===== src/rtl/if_fetch.sv =====
// Instruction fetch front end: issues credit-limited memory requests, tags them with their PC,
// and buffers in-order responses for decode; redirects flush and drop stale responses.
module if_fetch #(
  parameter int unsigned AW    = 32,
  parameter int unsigned DEPTH = 4
) (
  input  logic          clk,
  input  logic          rstn,
  input  logic [AW-1:0] pc_i,
  input  logic          jump_flag,
  output logic          hold_o,
  output logic          imem_req_valid,
  input  logic          imem_req_ready,
  output logic [AW-1:0] imem_addr,
  input  logic          imem_rsp_valid,
  input  logic [AW-1:0] imem_rsp_data,
  output logic          inst_valid_o,
  output logic [AW-1:0] inst_o,
  output logic [AW-1:0] inst_pc_o,
  input  logic          id_ready_i
);

  localparam logic [2:0] Full   = 3'(DEPTH);
  localparam logic [3:0] Credit = 4'(DEPTH);

  typedef enum logic [0:0] {StRun, StDrop} state_e;

  state_e     state_q, state_d;
  logic [2:0] outst_q, outst_d;
  logic [2:0] drop_cnt_q, drop_cnt_d;
  logic [2:0] buf_cnt_q, buf_cnt_d;
  logic [1:0] wptr_q, wptr_d, rptr_q, rptr_d;
  logic [1:0] tag_wptr_q, tag_wptr_d, tag_rptr_q, tag_rptr_d;

  logic [AW-1:0] inst_mem [DEPTH];
  logic [AW-1:0] pc_mem   [DEPTH];
  logic [AW-1:0] tag_mem  [DEPTH];

  logic       req_fire, pop, push, rsp_ok, run;
  logic [3:0] in_system;

  // Responses with nothing outstanding are stale (e.g. from before a reset) and are ignored.
  assign rsp_ok    = imem_rsp_valid & (outst_q != 3'd0);
  assign run       = (state_q == StRun);
  assign in_system = {1'b0, outst_q} + {1'b0, buf_cnt_q};

  assign imem_addr      = pc_i;
  assign imem_req_valid = rstn & ~jump_flag & run & (in_system < Credit);
  assign req_fire       = imem_req_valid & imem_req_ready;
  assign hold_o         = ~req_fire;

  assign inst_valid_o = rstn & (buf_cnt_q != 3'd0);
  assign inst_o       = inst_valid_o ? inst_mem[rptr_q] : '0;
  assign inst_pc_o    = inst_valid_o ? pc_mem[rptr_q]   : '0;

  assign pop  = inst_valid_o & id_ready_i & ~jump_flag;
  assign push = rstn & ~jump_flag & run & rsp_ok;

  always_comb begin
    state_d    = state_q;
    outst_d    = outst_q + {2'b0, req_fire} - {2'b0, rsp_ok};
    drop_cnt_d = drop_cnt_q;
    buf_cnt_d  = buf_cnt_q;
    wptr_d     = wptr_q;
    rptr_d     = rptr_q;
    tag_wptr_d = tag_wptr_q;
    tag_rptr_d = tag_rptr_q;

    if (jump_flag) begin
      // Everything in flight now belongs to the old path and must be discarded.
      buf_cnt_d  = 3'd0;
      wptr_d     = 2'd0;
      rptr_d     = 2'd0;
      tag_wptr_d = 2'd0;
      tag_rptr_d = 2'd0;
      drop_cnt_d = outst_q - {2'b0, rsp_ok};
      state_d    = (drop_cnt_d != 3'd0) ? StDrop : StRun;
    end else if (run) begin
      buf_cnt_d = buf_cnt_q + {2'b0, push} - {2'b0, pop};
      if (push) wptr_d = wptr_q + 2'd1;
      if (pop) rptr_d = rptr_q + 2'd1;
      if (req_fire) tag_wptr_d = tag_wptr_q + 2'd1;
      if (rsp_ok) tag_rptr_d = tag_rptr_q + 2'd1;
    end else begin
      buf_cnt_d = buf_cnt_q - {2'b0, pop};
      if (pop) rptr_d = rptr_q + 2'd1;
      if (rsp_ok && drop_cnt_q != 3'd0) begin
        drop_cnt_d = drop_cnt_q - 3'd1;
        if (drop_cnt_q == 3'd1) state_d = StRun;
      end
    end
  end

  always_ff @(posedge clk) begin
    if (!rstn) begin
      state_q    <= StRun;
      outst_q    <= 3'd0;
      drop_cnt_q <= 3'd0;
      buf_cnt_q  <= 3'd0;
      wptr_q     <= 2'd0;
      rptr_q     <= 2'd0;
      tag_wptr_q <= 2'd0;
      tag_rptr_q <= 2'd0;
    end else begin
      state_q    <= state_d;
      outst_q    <= outst_d;
      drop_cnt_q <= drop_cnt_d;
      buf_cnt_q  <= buf_cnt_d;
      wptr_q     <= wptr_d;
      rptr_q     <= rptr_d;
      tag_wptr_q <= tag_wptr_d;
      tag_rptr_q <= tag_rptr_d;
    end
  end

  always_ff @(posedge clk) begin
    if (push) begin
      inst_mem[wptr_q] <= imem_rsp_data;
      pc_mem[wptr_q]   <= tag_mem[tag_rptr_q];
    end
    if (req_fire) tag_mem[tag_wptr_q] <= pc_i;
  end

`ifndef SYNTHESIS
  a_rsp_without_req: assert property (@(posedge clk) disable iff (!rstn)
    imem_rsp_valid |-> outst_q != 3'd0);
  a_no_push_when_full: assert property (@(posedge clk) disable iff (!rstn)
    push |-> (buf_cnt_q != Full) || pop);
`endif

endmodule


===== config.mk =====
export PLATFORM = sky130hd
export DESIGN_NAME = if_fetch
export DESIGN_NICKNAME = d
export VERILOG_FILES = /design/src/rtl/if_fetch.sv
export SDC_FILE = /design/constraint.sdc
export NUM_CORES = 1
export LEC_CHECK = 0
export CORE_MARGIN = 2
export CORE_UTILIZATION = 53
export CTS_BUF_LIST = sky130_fd_sc_hd__clkbuf_8
export DETAILED_ROUTE_END_ITERATION = 8
export PLACE_DENSITY = 0.78
export SYNTH_ARGS = -nofsm -noshare
export SYNTH_HDL_FRONTEND = slang
export SYNTH_SLANG_ARGS = --single-unit
export TNS_END_PERCENT = 10

===== constraint.sdc =====
create_clock -name clk -period 3.8 [get_ports clk]
set_clock_uncertainty 0.15 [all_clocks]
set_input_delay 0.95 -clock clk [delete_from_list [all_inputs] [get_ports clk]]
set_output_delay 0.95 -clock clk [all_outputs]
set_load 0.01 [all_outputs]

* Yosys cells after proc, flatten, opt, wreduce, memory -nomap -nowiden
Memories as Yosys holds them, arrays and structs flattened. A register that Yosys moved wholly into a read port is not among the register bits. Cells that the tools add are included.
Cells by class: add/subtract/negate cells 12, magnitude comparators 1, equality and inequality tests 1, multiplexer cells 21, bitwise operators 13, reduce and logical (&&, ||, !) cells 12
Operators with widths (count):
- 32-bit two-way mux | 2
- 2-bit two-way mux | 6
- 3-bit two-way mux | 4
- 3-bit nonzero test | 4
- 3-bit by 1-bit subtractor with 3-bit output | 4
- 1-bit AND | 9
- 1-bit two-way mux | 9
- 2-bit by 1-bit adder with 2-bit output (second input constant) | 4
- 2-bit AND reduction | 4
- 3-bit by 1-bit adder with 3-bit output | 2
- 3-bit by 3-bit adder with 4-bit output | 1
- 4-bit by 3-bit < comparator with 1-bit output (second input constant) | 1
- 1-bit NOT | 4
- 2-bit nonzero test | 2
- 3-bit by 1-bit == test with 1-bit output (second input constant) | 1
- 3-bit by 1-bit subtractor with 3-bit output (second input constant) | 1
- 2-bit OR reduction | 1
- 1-bit logical AND | 1
Storage, ports and cells: register bits 18, memory bits (writable) 384, output and inout port bits 99, memories kept 3
Memories:
- inst_mem | words 4, bits a word 32, rd ports 1, clocked after Yosys merged registers in 1, wr ports 1, RTL line 35 | logic [AW-1:0] inst_mem [DEPTH];
- pc_mem | words 4, bits a word 32, rd ports 1, clocked after Yosys merged registers in 1, wr ports 1, RTL line 36 | logic [AW-1:0] pc_mem [DEPTH];
- tag_mem | words 4, bits a word 32, rd ports 1, clocked after Yosys merged registers in 1, wr ports 1, RTL line 37 | logic [AW-1:0] tag_mem [DEPTH];

* Depth between registers and ports, before layout
Gate-level depths: netlist of run 1.
depth after elaboration 7, gate-level depth with buffers 12, depth with buffers taken out 12

* Least setup slack after synthesis of run 1
OpenSTA, ideal clock, no wires.
path kind input-to-reg, start point input jump_flag, end point memory inst_mem[1][0], enable pin, library setup time 0.429 ns, arrival time 3.070 ns, setup slack 0.152 ns, stages 4, path buffers 1, cell sequence nand2b_1 buf_2 nor3_2 and2_1
Between the ends: word-level cells in the longest chain between the ends 6
Ends and longest elaborated chain:
- start: declaration | RTL line 10 | input logic jump_flag,
- 1-bit NOT | RTL line 57 | assign push = rstn & ~jump_flag & run & rsp_ok;
- 1-bit AND (3 in a row) | RTL line 57
- 1-bit two-way mux | RTL line 117 | if (push) begin
- 1-bit two-way mux (not written as such) | RTL line 118 | inst_mem[wptr_q] <= imem_rsp_data;
- end: declaration | RTL line 35
Every way passes these cells.

* Worst setup path after layout of run 1
start point input jump_flag, end point output hold_o
Between the ends: word-level cells in the longest chain between the ends 6
Ends and longest elaborated chain:
- 1-bit NOT | RTL line 48 | assign imem_req_valid = rstn & ~jump_flag & run & (in_system < Credit);
- 1-bit AND (3 in a row) | RTL line 48
- 1-bit AND | RTL line 49 | assign req_fire = imem_req_valid & imem_req_ready;
- 1-bit NOT | RTL line 50 | assign hold_o = ~req_fire;
- end: declaration | RTL line 11 | output logic hold_o,
Every way passes these cells.

==> results of run 1 <==
-- final cells by class --
type | count | area, um2 | area share, %
Sequential cell | 406 | 11980 | 62.53
Multi-Input combinational cell | 270 | 3432 | 17.91
Timing Repair Buffer | 197 | 2032 | 10.60
Clock buffer | 67 | 922.1 | 4.813
Tap cell | 390 | 488.0 | 2.547
Clock inverter | 48 | 237.7 | 1.241
Inverter | 18 | 67.56 | 0.3526
-- routing by layer --
metal	part of all wire, %	wire length [um]	vias to the layer above	global-route usage (%)
met5	0	0	-	0
met4	1.9	570	0	6.352
met3	7.0	2038	53	4.135
met2	48	14040	301	30.78
met1	43	12650	3852	27.30
li1	-	-	3493	-
-- registers in the layout (all words and copies together) (netlist names), named ones only --
register	cells
wptr_q	2
inst_mem	128
tag_rptr_q	2
drop_cnt_q	3
buf_cnt_q	3
state_q	1
outst_q	3
tag_mem	128
pc_mem	128
rptr_q	2
tag_wptr_q	2
-- cell usage after synthesis (all sizes together) --
master / count / area share (%)
nand2b: 4 / 0.16
or4: 3 / 0.14
edfxtp: 384 / 72
mux4: 96 / 14
or2b: 1 / 0.047
nor3: 1 / 0.063
nand3: 4 / 0.13
nand4: 2 / 0.078
xor2: 1 / 0.055
xnor2: 4 / 0.22
clkbuf: 17 / 0.41
and3: 65 / 2.6
or3: 4 / 0.16
nor4b: 1 / 0.055
o211ai: 1 / 0.047
nand4b: 2 / 0.11
fa: 2 / 0.25
nor2: 6 / 0.14
nor2b: 2 / 0.078
nor4: 1 / 0.039
and4b: 2 / 0.13
or2: 1 / 0.039
o21ai: 5 / 0.16
a31o: 2 / 0.11
o31ai: 2 / 0.13
a211oi: 1 / 0.047
a31oi: 3 / 0.12
ha: 19 / 1.5
buf: 58 / 2.7
dfxtp: 22 / 2.8
a21oi: 5 / 0.16
mux2i: 5 / 0.31
nand2: 13 / 0.31
o221ai: 2 / 0.11
and2: 10 / 0.39
inv: 18 / 0.42
-- cell usage in the layout (no fill, tap or decap), drive strengths merged, types with 3 or more instances in the layout --
cell type      instances
dfxtp                 22
clkbuf                67
nand2                 13
o21ai                  5
inv                   39
xnor2                  4
buf                   30
nand2b                 4
clkinv                22
nand3                  4
and3                  65
ha                    19
clkinvlp               4
nor2                   6
edfxtp               384
mux2i                  5
clkdlybuf4s50        167
mux4                  96
a31oi                  3
or3                    4
a21oi                  5
or4                    3
and2                  10
-- how the worst max path moves through the flow --
| stage | startpoint | end | slack, ns |
|---|---|---|---|
| 2_1_floorplan | jump_flag | inst_mem[1][0]$_DFFE_PP_ | 0.15 |
| 3_3_place_gp | jump_flag | hold_o | 0.15 |
| 3_5_place_dp | jump_flag | outst_q[2]$_SDFF_PN0_ | 0.11 |
| 5_1_grt | flop | inst_o[5] | 0.06 |
| 6_report | jump_flag | hold_o | 0.19 |
| 4_1_cts | jump_flag | hold_o | 0.12 |
-- cells by family after synthesis --
logic type / Yosys count / share of synthesized area [%]
and+or+nand+nor: 122 / 4.623
buffers and inverters: 93 / 3.524
AOI/OAI and AO/OA: 21 / 0.8712
xor gates and xnor gates: 5 / 0.2747
muxes: 101 / 13.88
adders and majority gates: 21 / 1.742
DFF: 406 / 75.09
-- metrics by stage --
step,hold slack [ns],std cells,area (um2),util [%]
global placement,0.2915,1279,17980,60.66
CTS,0.3061,1396,19150,64.63
floorplan,0.2829,769,15940,-
finish,0.3063,1396,19160,64.65
detailed placement,0.2975,1279,17980,60.66
global route,0.3231,1396,19160,64.65
-- power by group through the flow --
stage / Clock, mW / Sequential [mW] / Combinational, mW
after detailed placement: 0 / 5.25 / 1.07
after CTS: 3.41 / 5.16 / 1.07
after global routing: 3.61 / 5.17 / 1.16
after floorplan: 0 / 5.20 / 0.665
final: 3.32 / 5.15 / 1.06
after global placement: 0 / 5.24 / 1.04
-- repair_timing --
| item | 4_1_cts | 5_1_grt |
|---|---|---|
| gates resized for setup | 0 | 1 |
| endpoints found under the hold margin | 0 | 0 |
| hold buffers | 0 | 0 |
| setup buffers | 2 | 0 |
| setup endpoints to repair | 19 | 1 |
==> impl_results.md, run 1 <==
* Maxcap violations at 0
* CTS Buf Count at between 60 and 70
* Worst hold path depth at 1
* CP endpoint kind: output port
* Setup TNS at 0 ns
* Synth warnings at 0
* Area Overhead vs Synth at 20.19%
* Tightest Pin Transition at slightly below 1 ns
* Worst slack, placed at ~0.11 ns
* Final nets at roughly 1100
* Clk pwr share at about a third
* Worst path cell trace: clkdlybuf4s50_1, nor4b_2, and4b_1, inv_1, clkdlybuf4s50_1
* Port Buffer Count at 168
* Row Count at 63
* Post-Synthesis Cells at between 700 and 800
* Switch Pwr at roughly 2.2 mW
* Register bit count reported by yosys at between 400 and 500
* CP max stage delay at 0.47 ns
* Reg2Reg Depth at 10
* Drt drc at 0
* Max Fclk at 276.9 MHz
* Worst Hold Class: flop to flop
* Avg Inst Size Synth at 20.73 um2
* Max Slew Vio Count at 0
* Worst-path clk slew at 0.06 ns
* Post-Synthesis Cell Area at 0.01594 mm2
* Buf/Inv on CP at 3
* Die area at approximately 0.031 mm2
* Slowest CP cell: clkdlybuf4s50_1
* Instance count on the critical path at 5
* Die height at 177.4 um
* Pwr/cell area at 497.5 mW/mm2
* Final period demand of the worst path at ~3.6 ns
* Vias in the first global route at 8052
* Peak supply drop at around 0.00032 V
* Reg2reg setup slack at approximately 0.8 ns
* DP HPWL at 17.35 mm
* CP delay by family, top: buffers and inverters
* Fill count at 1985
* Reg-to-reg critical path endpoint: outst_q[2]$_SDFF_PN0_
* Wire length per cell at 20.99 um
* GR Overflow Total at 0
* Fin. Hold Viols at 0
* Clock sinks at 406
* Initial Utilization at approximately 54%
* Layout cells sized above 1 at ~22%
* CTS tree: done
* Ports at 169
* Sequential area share after synthesis at about three quarters
* GRT Util Overall at between 10% and 20%
* Final Setup Violations at 0
* Setup Crit Path Kind: primary input to output port
* H-tree depth at 3
* DR vias/cell at about 5.5
* Core box area at 0.02964 mm2
* Req. time, crit path at 2.70 ns
* Vias at between 7000 and 8000
* Lkg Pwr at 6.373 nW
* Largest net degree at the start of global routing at 50
* Final worst-path cycle share at between 90% and 100%
* Total power at approximately 9.5 mW
* 1st-iter DRT viols at 633
* Register share of total power at a little over half
* Crit path max fanout at 2
* Unique masters post-synth at 44
* Post-route ant nets at 0
* Switching share of power at 23.23%
* Die Width at around 180 um
* CP arrival at around 2.5 ns
* Final WL at 29.30 mm
* Relative slew slack at about a third
* Int Power at ~7.3 mW
* First-pass GRT wire length at ~46 mm
* Placer congestion estimate at ~0.73
* Part of the power in combinational logic at between 10 and 15%
* Clock latency on the worst-skew pair at around 0.57 ns
* CTS root buffer: clkbuf_8
* RSZ-0062 raised after global routing: no
* Min-delay src: rptr_q[1]$_SDFFE_PP0P_
* Detailed Routing Iterations Pass 1 at 5
* Ant. Diodes at 0
* Clock Tree Buf Depth at 3
* Status: completed
* Crit path top cell by count: clkdlybuf4s50_1
* Final WS setup at 0.1880 ns
* Initial antenna violation count at 0
* R2R Path Start: outst_q[2]$_SDFF_PN0_
* Crit path launch type: primary input
* Synth Net Count at 860
Power figures use the tool's default switching activity.
==> inputs of run 2 (changes only) <==
--- a/config.mk
+++ b/config.mk
@@ -5,7 +5,6 @@
 export SDC_FILE = /design/constraint.sdc
 export NUM_CORES = 1
 export LEC_CHECK = 0
-export CORE_MARGIN = 2
 export CORE_UTILIZATION = 53
 export CTS_BUF_LIST = sky130_fd_sc_hd__clkbuf_8
 export DETAILED_ROUTE_END_ITERATION = 8
==> run 2 against run 1 <==
First-iteration DRC count down 1.4%. Sequential cell count unchanged. Sequential power about the same. Critical path type is now flop to output port. Hold slack got worse by 0.0066 ns. Power fell by 0.12%. Clock-buffer cell count is 2 higher. Largest cell class unchanged. Via count is 2.4% higher.
==> impl_results.md, run 2 (same netlist as run 1, synthesis figures left out) <==
* Final Setup Violations at 0 (unchanged)
* Area Overhead vs Synth at 20.54%
* Status: completed
* Setup bufs post-CTS at 0 (-2)
* Setup Crit Path Kind: flop to output port
* Crit path max fanout at 20 (+18)
* First-pass GRT wire length at 45.15 mm (-0.87%)
* Initial Utilization at 53.79% (unchanged)
* Buf/Inv on CP at 2 (-1)
* Clock sinks at 406 (unchanged)
* Reg-to-reg critical path endpoint: outst_q[2]$_SDFF_PN0_
* Final worst-path cycle share at 96.23% (+1.2 points)
* Clock Tree Buf Depth at 3 (unchanged)
* Reg2Reg Depth at 10 (unchanged)
* Final instance area at 0.01922 mm2 (+0.29%)
* Ports at 169 (unchanged)
* Vias in the first global route at 8204 (+1.9%)
* Regs by FF count: inst_mem: 128 flops, pc_mem: 128 flops, tag_mem: 128 flops
* Drt drc at 0 (unchanged)
* Tightest Pin Transition at 0.8913 ns (-0.09670 ns)
* RSZ-0062 raised after global routing: no
* Worst slack, placed at 0.1592 ns (+0.04485 ns)
* Peak supply drop at 0.0003233 V (+0.16%)
* Row Count at 63 (unchanged)
* Post-CTS Hold Buffers at 0 (unchanged)
* Final WL at 28.78 mm (-1.8%)
* Max Fclk at 273.5 MHz (-1.2%)
* Slowest CP cell: mux4_2
* Die Width at 175.4 um (-1.1%)
* Most common cell after layout, fill and taps aside: edfxtp_1
* DR vias/cell at 5.639 (+2.2%)
* Area after DPL at 0.01804 mm2 (+0.33%)
* Total power at 9.521 mW (-0.12%)
* Final nets at 1051 (+0.095%)
* Max Slew Vio Count at 0 (unchanged)
* Worst path cell trace: buf_12, mux4_2, and3_1, clkdlybuf4s50_1
* Maxcap violations at 0 (unchanged)
* CTS root buffer: clkbuf_8
* DP HPWL at 17.74 mm (+2.3%)
* Core box area at 0.02964 mm2 (unchanged)
* CP delay by family, top: buffers and inverters
* Placer congestion estimate at 0.7574 (+3.3%)
* Die height at 175.4 um (-1.1%)
* H-tree depth at 3 (unchanged)
* CP arrival at 2.56 ns (+0.05 ns)
* Layout cells sized above 1 at 22.74% (+0.47 points)
* Setup TNS at 0 ns (unchanged)
* Die area at 0.03078 mm2 (-2.2%)
* Final period demand of the worst path at 3.657 ns (+0.04465 ns)
* R2R Path Start: outst_q[2]$_SDFF_PN0_
* CTS tree: done
* 1st-iter DRT viols at 624 (-1.4%)
* Worst Hold Class: flop to flop
* Port Buffer Count at 168 (unchanged)
* Clock latency on the worst-skew pair at 0.56 ns (about the same)
* Initial antenna violation count at 1 (+1)
* Post-route ant nets at 0 (unchanged)
* GRT Util Overall at 19.43% (about the same)
* Worst-path clk slew at 0.06 ns (about the same)
* Vias at 7883 (+2.4%)
* CP max stage delay at 0.54 ns (+0.07 ns)
* Req. time, crit path at 2.70 ns (about the same)
* Most frequent cells in the layout: 384 x edfxtp_1, 166 x clkdlybuf4s50_1, 96 x mux4_2
* Relative slew slack at 40.58% (+6.4 points)
* Reg2reg setup slack at 0.77 ns (-0.03 ns)
* Lkg Pwr at 6.419 nW (+0.72%)
* Fin. Hold Viols at 0 (unchanged)
* CTS Buf Count at 66 (unchanged)
* GR Overflow Total at 0 (unchanged)
* Detailed Routing Iterations Pass 1 at 7 (+2)
* Worst hold path depth at 1 (unchanged)
* Largest net degree at the start of global routing at 75 (+50%)
* CP endpoint kind: output port
* Pwr/cell area at 495.4 mW/mm2 (-0.41%)
* Final WS setup at 0.1434 ns (-0.04465 ns)
* Wire length per cell at 20.59 um (-1.9%)
* Crit path launch type: flop
* Min-delay src: rptr_q[1]$_SDFFE_PP0P_
-- run 2: what timing repair did --
item | CTS | global route
resized for setup | 0 | 4
endpoints found under the setup margin | 0 | 43
endpoints found under the hold margin | 0 | 0
-- run 2: where the power goes --
group	internal [mW]	total, mW	switching [mW]
Sequential	5.07	5.16	0.0932
Combinational	0.545	1.07	0.528
Clock	1.69	3.29	1.59
-- run 2: area by class of cell --
| class | instances | area [um2] |
|---|---|---|
| clock buffers | 69 | 949.7 |
| repair buffers | 198 | 2083 |
| flip-flops and latches | 406 | 11980 |
| fillers | 2029 | 10420 |
| clock inverters | 46 | 209.0 |
| multi-input cells | 270 | 3436 |
| diodes | 1 | 2.502 |
| well taps | 390 | 488.0 |
| inverters | 18 | 67.56 |
-- run 2: how the worst max path moves through the flow --
| stage | slack (ns) | depth (start not counted) | end | from |
|---|---|---|---|---|
| after floorplan | 0.15 | 4 | inst_mem[1][0]$_DFFE_PP_ | jump_flag |
| after global placement | 0.17 | 5 | hold_o | jump_flag |
| after detailed placement | 0.16 | 5 | hold_o | jump_flag |
| after CTS | 0.02 | 4 | inst_pc_o[0] | flop |
| after global routing | 0.0002 | 4 | inst_pc_o[22] | flop |
| final | 0.14 | 4 | inst_pc_o[22] | flop |
-- run 2: layer usage --
layer  vias to the layer above  wire length (um)  global-route usage (%)  part of all wire [%]
li1                       3492                 -                       -                     -
met4                         0               509                   6.413                   1.8
met5                         -                 0                       0                     0
met1                      4022             12080                   26.59                    42
met3                        49              1888                   4.069                   6.6
met2                       320             14300                   31.48                    50
-- run 2: through the flow --
| step | hold slack (ns) | util, % | cells |
|---|---|---|---|
| after floorplan | 0.2829 | - | 769 |
| after global placement | 0.2827 | 60.87 | 1282 |
| after detailed placement | 0.2882 | 60.87 | 1282 |
| after CTS | 0.3015 | 64.78 | 1397 |
| after global routing | 0.3143 | 64.83 | 1397 |
| final | 0.2997 | 64.84 | 1398 |
